$ cat config.mk
export PLATFORM = sky130hd
export DESIGN_NAME = reg_alu_sequencer_flat
export DESIGN_NICKNAME = d
export VERILOG_FILES = /design/src/rtl/reg_alu_sequencer_if.sv /design/src/rtl/reg_alu_sequencer.sv /design/src/flat_wrapper.sv
export SDC_FILE = /design/constraint.sdc
export NUM_CORES = 1
export LEC_CHECK = 0
export CORE_MARGIN = 4
export CORE_UTILIZATION = 35
export CTS_CLUSTER_DIAMETER = 30
export DETAILED_ROUTE_END_ITERATION = 6
export GPL_ROUTABILITY_DRIVEN = 0
export PLACE_DENSITY = 0.6
export SYNTH_ARGS = -nofsm -noshare
export SYNTH_HDL_FRONTEND = slang
export SYNTH_SLANG_ARGS = --single-unit
$ cat constraint.sdc
create_clock -name clk -period 2.7 [get_ports clk]
set_input_delay 0.27 -clock clk [delete_from_list [all_inputs] [get_ports clk]]
set_output_delay 0.27 -clock clk [all_outputs]
set_load 0.005 [all_outputs]
$ cat src/rtl/reg_alu_sequencer_if.sv
// reg_alu_sequencer_if
//
// Bus between the instruction source (master) and reg_alu_sequencer (slave).
//   start, inst          : launch request and the RV32 R-type word to run
//   busy, done, illegal  : sequencer status
//   R_Addr_A/B, W_Addr   : rs1 / rs2 / rd register addresses
//   ALU_OP               : {funct7[5], funct3}
//   Reg_Write            : register-file write enable
//   rr_en, f_en, wb_en   : one-cycle clock-enable strobes for clk_RR, clk_F, clk_WB
interface reg_alu_sequencer_if;
    logic        start;
    logic [31:0] inst;
    logic        busy;
    logic        done;
    logic        illegal;
    logic [4:0]  R_Addr_A;
    logic [4:0]  R_Addr_B;
    logic [4:0]  W_Addr;
    logic [3:0]  ALU_OP;
    logic        Reg_Write;
    logic        rr_en;
    logic        f_en;
    logic        wb_en;

    modport master (
        output start, inst,
        input  busy, done, illegal, R_Addr_A, R_Addr_B, W_Addr, ALU_OP,
               Reg_Write, rr_en, f_en, wb_en
    );

    modport slave (
        input  start, inst,
        output busy, done, illegal, R_Addr_A, R_Addr_B, W_Addr, ALU_OP,
               Reg_Write, rr_en, f_en, wb_en
    );
endinterface

$ cat src/rtl/reg_alu_sequencer.sv
// reg_alu_sequencer
//
// Sequences one RV32 R-type instruction through the register-file/ALU
// datapath: IDLE -> DECODE -> RR -> EX -> WB -> DONE -> IDLE. Illegal words
// skip straight from DECODE to DONE with no datapath strobes.
//
// Ports:
//   clk    : single clock, rising edge
//   rst_n  : asynchronous reset, active low
//   bus    : reg_alu_sequencer_if.slave (start/inst in; status, addresses,
//            ALU_OP, Reg_Write and the rr_en/f_en/wb_en strobes out)
//
// Parameter:
//   PHASE_CYCLES : clocks spent in each of RR, EX and WB (1..16)
module reg_alu_sequencer #(
    parameter int unsigned PHASE_CYCLES = 1
) (
    input  logic               clk,
    input  logic               rst_n,
    reg_alu_sequencer_if.slave bus
);

    localparam logic [2:0] S_IDLE   = 3'd0;
    localparam logic [2:0] S_DECODE = 3'd1;
    localparam logic [2:0] S_RR     = 3'd2;
    localparam logic [2:0] S_EX     = 3'd3;
    localparam logic [2:0] S_WB     = 3'd4;
    localparam logic [2:0] S_DONE   = 3'd5;

    localparam logic [3:0] PHASE_LAST = 4'(PHASE_CYCLES - 1);

    logic [2:0]  state;
    logic [3:0]  phase_cnt;
    logic [31:0] inst_q;
    logic        illegal_q;
    logic        legal;
    logic        phase_end;
    logic        first_cycle;

    always_comb begin
        legal = 1'b0;
        if (inst_q[6:0] == 7'b0110011) begin
            if (inst_q[31:25] == 7'b0000000)
                legal = 1'b1;
            else if (inst_q[31:25] == 7'b0100000 &&
                     (inst_q[14:12] == 3'b000 || inst_q[14:12] == 3'b101))
                legal = 1'b1;
        end
    end

    assign phase_end   = (phase_cnt == PHASE_LAST);
    assign first_cycle = (phase_cnt == 4'd0);

    always_ff @(posedge clk or negedge rst_n) begin
        if (!rst_n) begin
            state     <= S_IDLE;
            phase_cnt <= '0;
            inst_q    <= '0;
            illegal_q <= 1'b0;
        end else begin
            case (state)
                S_IDLE: begin
                    if (bus.start) begin
                        // illegal is cleared on acceptance so it already reads
                        // 0 during DECODE of a new instruction.
                        inst_q    <= bus.inst;
                        illegal_q <= 1'b0;
                        phase_cnt <= '0;
                        state     <= S_DECODE;
                    end
                end
                S_DECODE: begin
                    illegal_q <= ~legal;
                    phase_cnt <= '0;
                    state     <= legal ? S_RR : S_DONE;
                end
                S_RR, S_EX, S_WB: begin
                    if (phase_end) begin
                        phase_cnt <= '0;
                        case (state)
                            S_RR:    state <= S_EX;
                            S_EX:    state <= S_WB;
                            default: state <= S_DONE;
                        endcase
                    end else begin
                        phase_cnt <= phase_cnt + 4'd1;
                    end
                end
                S_DONE:  state <= S_IDLE;
                default: state <= S_IDLE;
            endcase
        end
    end

    // Addresses and ALU_OP come straight from the captured word, so they hold
    // until the next acceptance and fall to 0 with reset.
    assign bus.R_Addr_A  = inst_q[19:15];
    assign bus.R_Addr_B  = inst_q[24:20];
    assign bus.W_Addr    = inst_q[11:7];
    assign bus.ALU_OP    = {inst_q[30], inst_q[14:12]};

    assign bus.busy      = (state != S_IDLE);
    assign bus.done      = (state == S_DONE);
    assign bus.illegal   = illegal_q;
    assign bus.rr_en     = (state == S_RR) && first_cycle;
    assign bus.f_en      = (state == S_EX) && first_cycle;
    assign bus.wb_en     = (state == S_WB) && first_cycle;
    assign bus.Reg_Write = (state == S_WB) && (inst_q[11:7] != 5'd0);

endmodule
$ cat src/flat_wrapper.sv
// flat-port wrapper written by rule: the top's interface ports become plain ports
module reg_alu_sequencer_flat 
#(
    parameter int unsigned PHASE_CYCLES = 1
)
  (clk, rst_n, bus_start, bus_inst, bus_busy, bus_done, bus_illegal, bus_R_Addr_A, bus_R_Addr_B, bus_W_Addr, bus_ALU_OP, bus_Reg_Write, bus_rr_en, bus_f_en, bus_wb_en);
  reg_alu_sequencer_if bus_i ();
  input  logic clk;
  input  logic rst_n;
  input wire logic [$bits(bus_i.start)-1:0] bus_start;
  input wire logic [$bits(bus_i.inst)-1:0] bus_inst;
  output wire logic [$bits(bus_i.busy)-1:0] bus_busy;
  output wire logic [$bits(bus_i.done)-1:0] bus_done;
  output wire logic [$bits(bus_i.illegal)-1:0] bus_illegal;
  output wire logic [$bits(bus_i.R_Addr_A)-1:0] bus_R_Addr_A;
  output wire logic [$bits(bus_i.R_Addr_B)-1:0] bus_R_Addr_B;
  output wire logic [$bits(bus_i.W_Addr)-1:0] bus_W_Addr;
  output wire logic [$bits(bus_i.ALU_OP)-1:0] bus_ALU_OP;
  output wire logic [$bits(bus_i.Reg_Write)-1:0] bus_Reg_Write;
  output wire logic [$bits(bus_i.rr_en)-1:0] bus_rr_en;
  output wire logic [$bits(bus_i.f_en)-1:0] bus_f_en;
  output wire logic [$bits(bus_i.wb_en)-1:0] bus_wb_en;
  assign bus_i.start = bus_start;
  assign bus_i.inst = bus_inst;
  assign bus_busy = bus_i.busy;
  assign bus_done = bus_i.done;
  assign bus_illegal = bus_i.illegal;
  assign bus_R_Addr_A = bus_i.R_Addr_A;
  assign bus_R_Addr_B = bus_i.R_Addr_B;
  assign bus_W_Addr = bus_i.W_Addr;
  assign bus_ALU_OP = bus_i.ALU_OP;
  assign bus_Reg_Write = bus_i.Reg_Write;
  assign bus_rr_en = bus_i.rr_en;
  assign bus_f_en = bus_i.f_en;
  assign bus_wb_en = bus_i.wb_en;
  reg_alu_sequencer #(.PHASE_CYCLES(PHASE_CYCLES)) u_core (.clk(clk), .rst_n(rst_n), .bus(bus_i));
endmodule
==> metrics.yaml <==
nets: 238
row_count: 27
multi_input_area_um2: 842.1
tightest_slew_ns: 0.8717
synth_edf_count: 0
ys_types: 39
die_h_um: 85.15
wl_per_cell_um: 14.12
drive_gt1_share_pct: 22.28
setup_tns_ns: 0
core_area_mm2: 0.005642
ctsHoldBuffers: 0
dr.pass1.iters: 4
worst_ep_required_time_ns: 2.43
vias_per_cell: 4.620
r2r.worst_path.cells: 4
ys.flop_type: "dfrtp_1"
insertion_delay_ns: 0.29
ff2ff_setup_slack_ns: 0.60
ys_ff_latch: 40
final_cell_area_mm2: 0.002665
ioPinCount: 61
cts_root_buf: "clkbuf_8"
die_area_mm2: 0.007251
status: "completed"
synth_nets: 196
maxSlewViolCount: 0
async_flop_share_pct: 100.0
post_cts_buffers: 0
dpl_cell_area_mm2: 0.002567
power.total_mw: 2.684
vdd_drop_max_v: 0.0003699
ant_nets: 0
layout_min_cycle_time_ns: 2.371
setup.worst_path.end_class: "output pin"
crit_type: "register to output pin"
maxSlewHeadroom_pct: 41.89
synth_area_mm2: 0.002083
rsz0062_at_grt: "no"
first_global_vias: 1311
finalSetupViolations: 0
cap_violations: 0
grt_pass1_wl_um: 6548
cts.sinks: 40
pwr_density_cell_mw_per_mm2: 1007
period_share_pct: 87.82
start_util_pct: 36.93
seq_area_mm2: 0.001001
antennaDiodeCount: 0
yosysWarnings: 0
vias: 1266
area_growth_syn_to_layout_pct: 27.93
grt_usage_pct: 11.38
arrival_ns: 2.10
ys_seq_area_share_pct: 48.05
die_x_um: 85.15
grt_antenna_before_repair: 0
avgSynthCellArea_um2: 13.10
startpoint_type: "register"
place_hpwl_um: 2854
crit-reg2reg-launch: "u_core.state[0]$_DFFE_PN0P_"
p_leak_nw: 1.161
hp-class: "primary input to async pin"
critical_path_peak_fanout: 5
cts.repair.resized: 0
timing.fmax_ghz: 0.4218
grt_max_degree: 41
drtIter0Drc: 45
nFillCells: 511
worstReg2RegEnd: "u_core.inst_q[1]$_DFFE_PN0P_"
finalWirelength_um: 3868
place.port_buffers: 60
finalHoldViolCount: 0
syn_inst: 159
clockBufferDepth: 2
drc: 0
cts_tree: "built"
cts_max_level: 2
finalClockSkew_ns: 0.005350
numCtsBuffers: 5
clk_pin_slew_ns: 0.08
grt_overflow: 0
==> area by class of cell <==
class / instances / share of cell area (%)
timing repair buffer: 61 / 23.10
tap: 72 / 3.380
sequential: 40 / 37.56
clock buffer: 6 / 3.099
multi-input combinational: 88 / 31.60
clock inverter: 2 / 0.5634
inverter: 5 / 0.7042
==> worst max-delay path, stage by stage, from the launching register on <==
cell	delay, ns
dfrtp_1	0.43
inv_1	0.09
ha_1	0.16
or3b_1	0.42
nor3_1	0.19
clkdlybuf4s50_1	0.52
==> report_power, final <==
group	total (mW)	internal, mW	switching [mW]
combinational	1.19	0.834	0.356
sequential	1.08	0.871	0.206
clock	0.417	0.207	0.210
total	2.68	1.91	0.772
==> sequential cells by signal (all words and copies together), names as in the netlist <==
name                count
u_core.bus.illegal      1
u_core.inst_q          32
u_core.phase_cnt        4
u_core.state            3
==> synthesized netlist by cell type, types with 2 or more instances <==
master,count,area share [%]
a21oi_1,4,0.96
buf_12,3,2.9
buf_2,3,0.72
buf_4,19,6.8
dfrtp_1,40,48
ha_1,2,1.2
inv_1,5,0.90
mux2_2,3,1.6
mux2_4,29,21
mux2i_1,2,0.96
nand2_1,5,0.90
nand2b_1,2,0.60
nor2_1,6,1.1
nor3_1,6,1.4
o211ai_1,2,0.72
o21ai_0,3,0.72
or3_1,2,0.60
or3b_2,2,0.84
==> through the flow <==
stage,hold slack [ns],std cells,setup WS (ns),utilization [%]
final,0.09507,274,0.3290,47.24
after global routing,0.1632,274,0.1627,47.24
after CTS,0.1307,274,0.2944,47.24
after detailed placement,0.4590,266,0.6190,45.51
after global placement,0.4484,266,0.6200,45.51
after floorplan,-0.02559,159,1.091,-
==> placed cells by master (no fill, tap or decap), types with 2 or more instances in the layout <==
cell | synthesis | layout
clkdlybuf4s50_1 | 0 | 59
dfrtp_1 | 40 | 40
mux2_4 | 29 | 29
nor3_1 | 6 | 6
nor2_1 | 6 | 6
clkbuf_8 | 0 | 6
inv_1 | 5 | 5
nand2_1 | 5 | 5
a21oi_1 | 4 | 4
o21ai_0 | 3 | 3
mux2_2 | 3 | 3
or3_1 | 2 | 2
nand2b_1 | 2 | 2
or3b_2 | 2 | 2
o211ai_1 | 2 | 2
mux2i_1 | 2 | 2
ha_1 | 2 | 2
clkinvlp_4 | 0 | 2
==> worst max path at each step <==
stage                                         start                       endpoint  slack [ns]  depth (start not counted)
finish              u_core.phase_cnt[1]$_DFFE_PN0P_                      bus_rr_en        0.33                          5
global route        u_core.phase_cnt[1]$_DFFE_PN0P_                       bus_f_en        0.16                          6
global placement    u_core.phase_cnt[1]$_DFFE_PN0P_                      bus_rr_en        0.62                          5
floorplan               u_core.state[0]$_DFFE_PN0P_   u_core.inst_q[0]$_DFFE_PN0P_        1.09                          5
detailed placement      u_core.state[0]$_DFFE_PN0P_  u_core.inst_q[20]$_DFFE_PN0P_        0.62                          4
CTS                 u_core.phase_cnt[1]$_DFFE_PN0P_                      bus_rr_en        0.29                          5
==> routing by layer <==
| metal | share of wire [%] | wire [µm] | global-route usage (%) | vias to the layer above |
|---|---|---|---|---|
| li1 | - | - | - | 616 |
| met1 | 48 | 1858 | 15.60 | 607 |
| met2 | 44 | 1715 | 16.38 | 38 |
| met3 | 6.6 | 257 | 4.660 | 5 |
| met4 | 0.96 | 37 | 3.453 | 0 |
| met5 | 0 | 0 | 0 | - |
==> kinds of logic after synthesis <==
logic type / Yosys count / share of synthesized area (%)
flip-flops: 40 / 48.05
multiplexers: 34 / 23.48
AND/OR/NAND/NOR: 34 / 9.911
buffers and inverters: 31 / 11.53
AO/OA/AOI/OAI: 16 / 4.985
XOR/XNOR: 2 / 0.8410
adder cells (fa/ha/maj): 2 / 1.201
No activity file was read; power rests on OpenSTA's default activity.
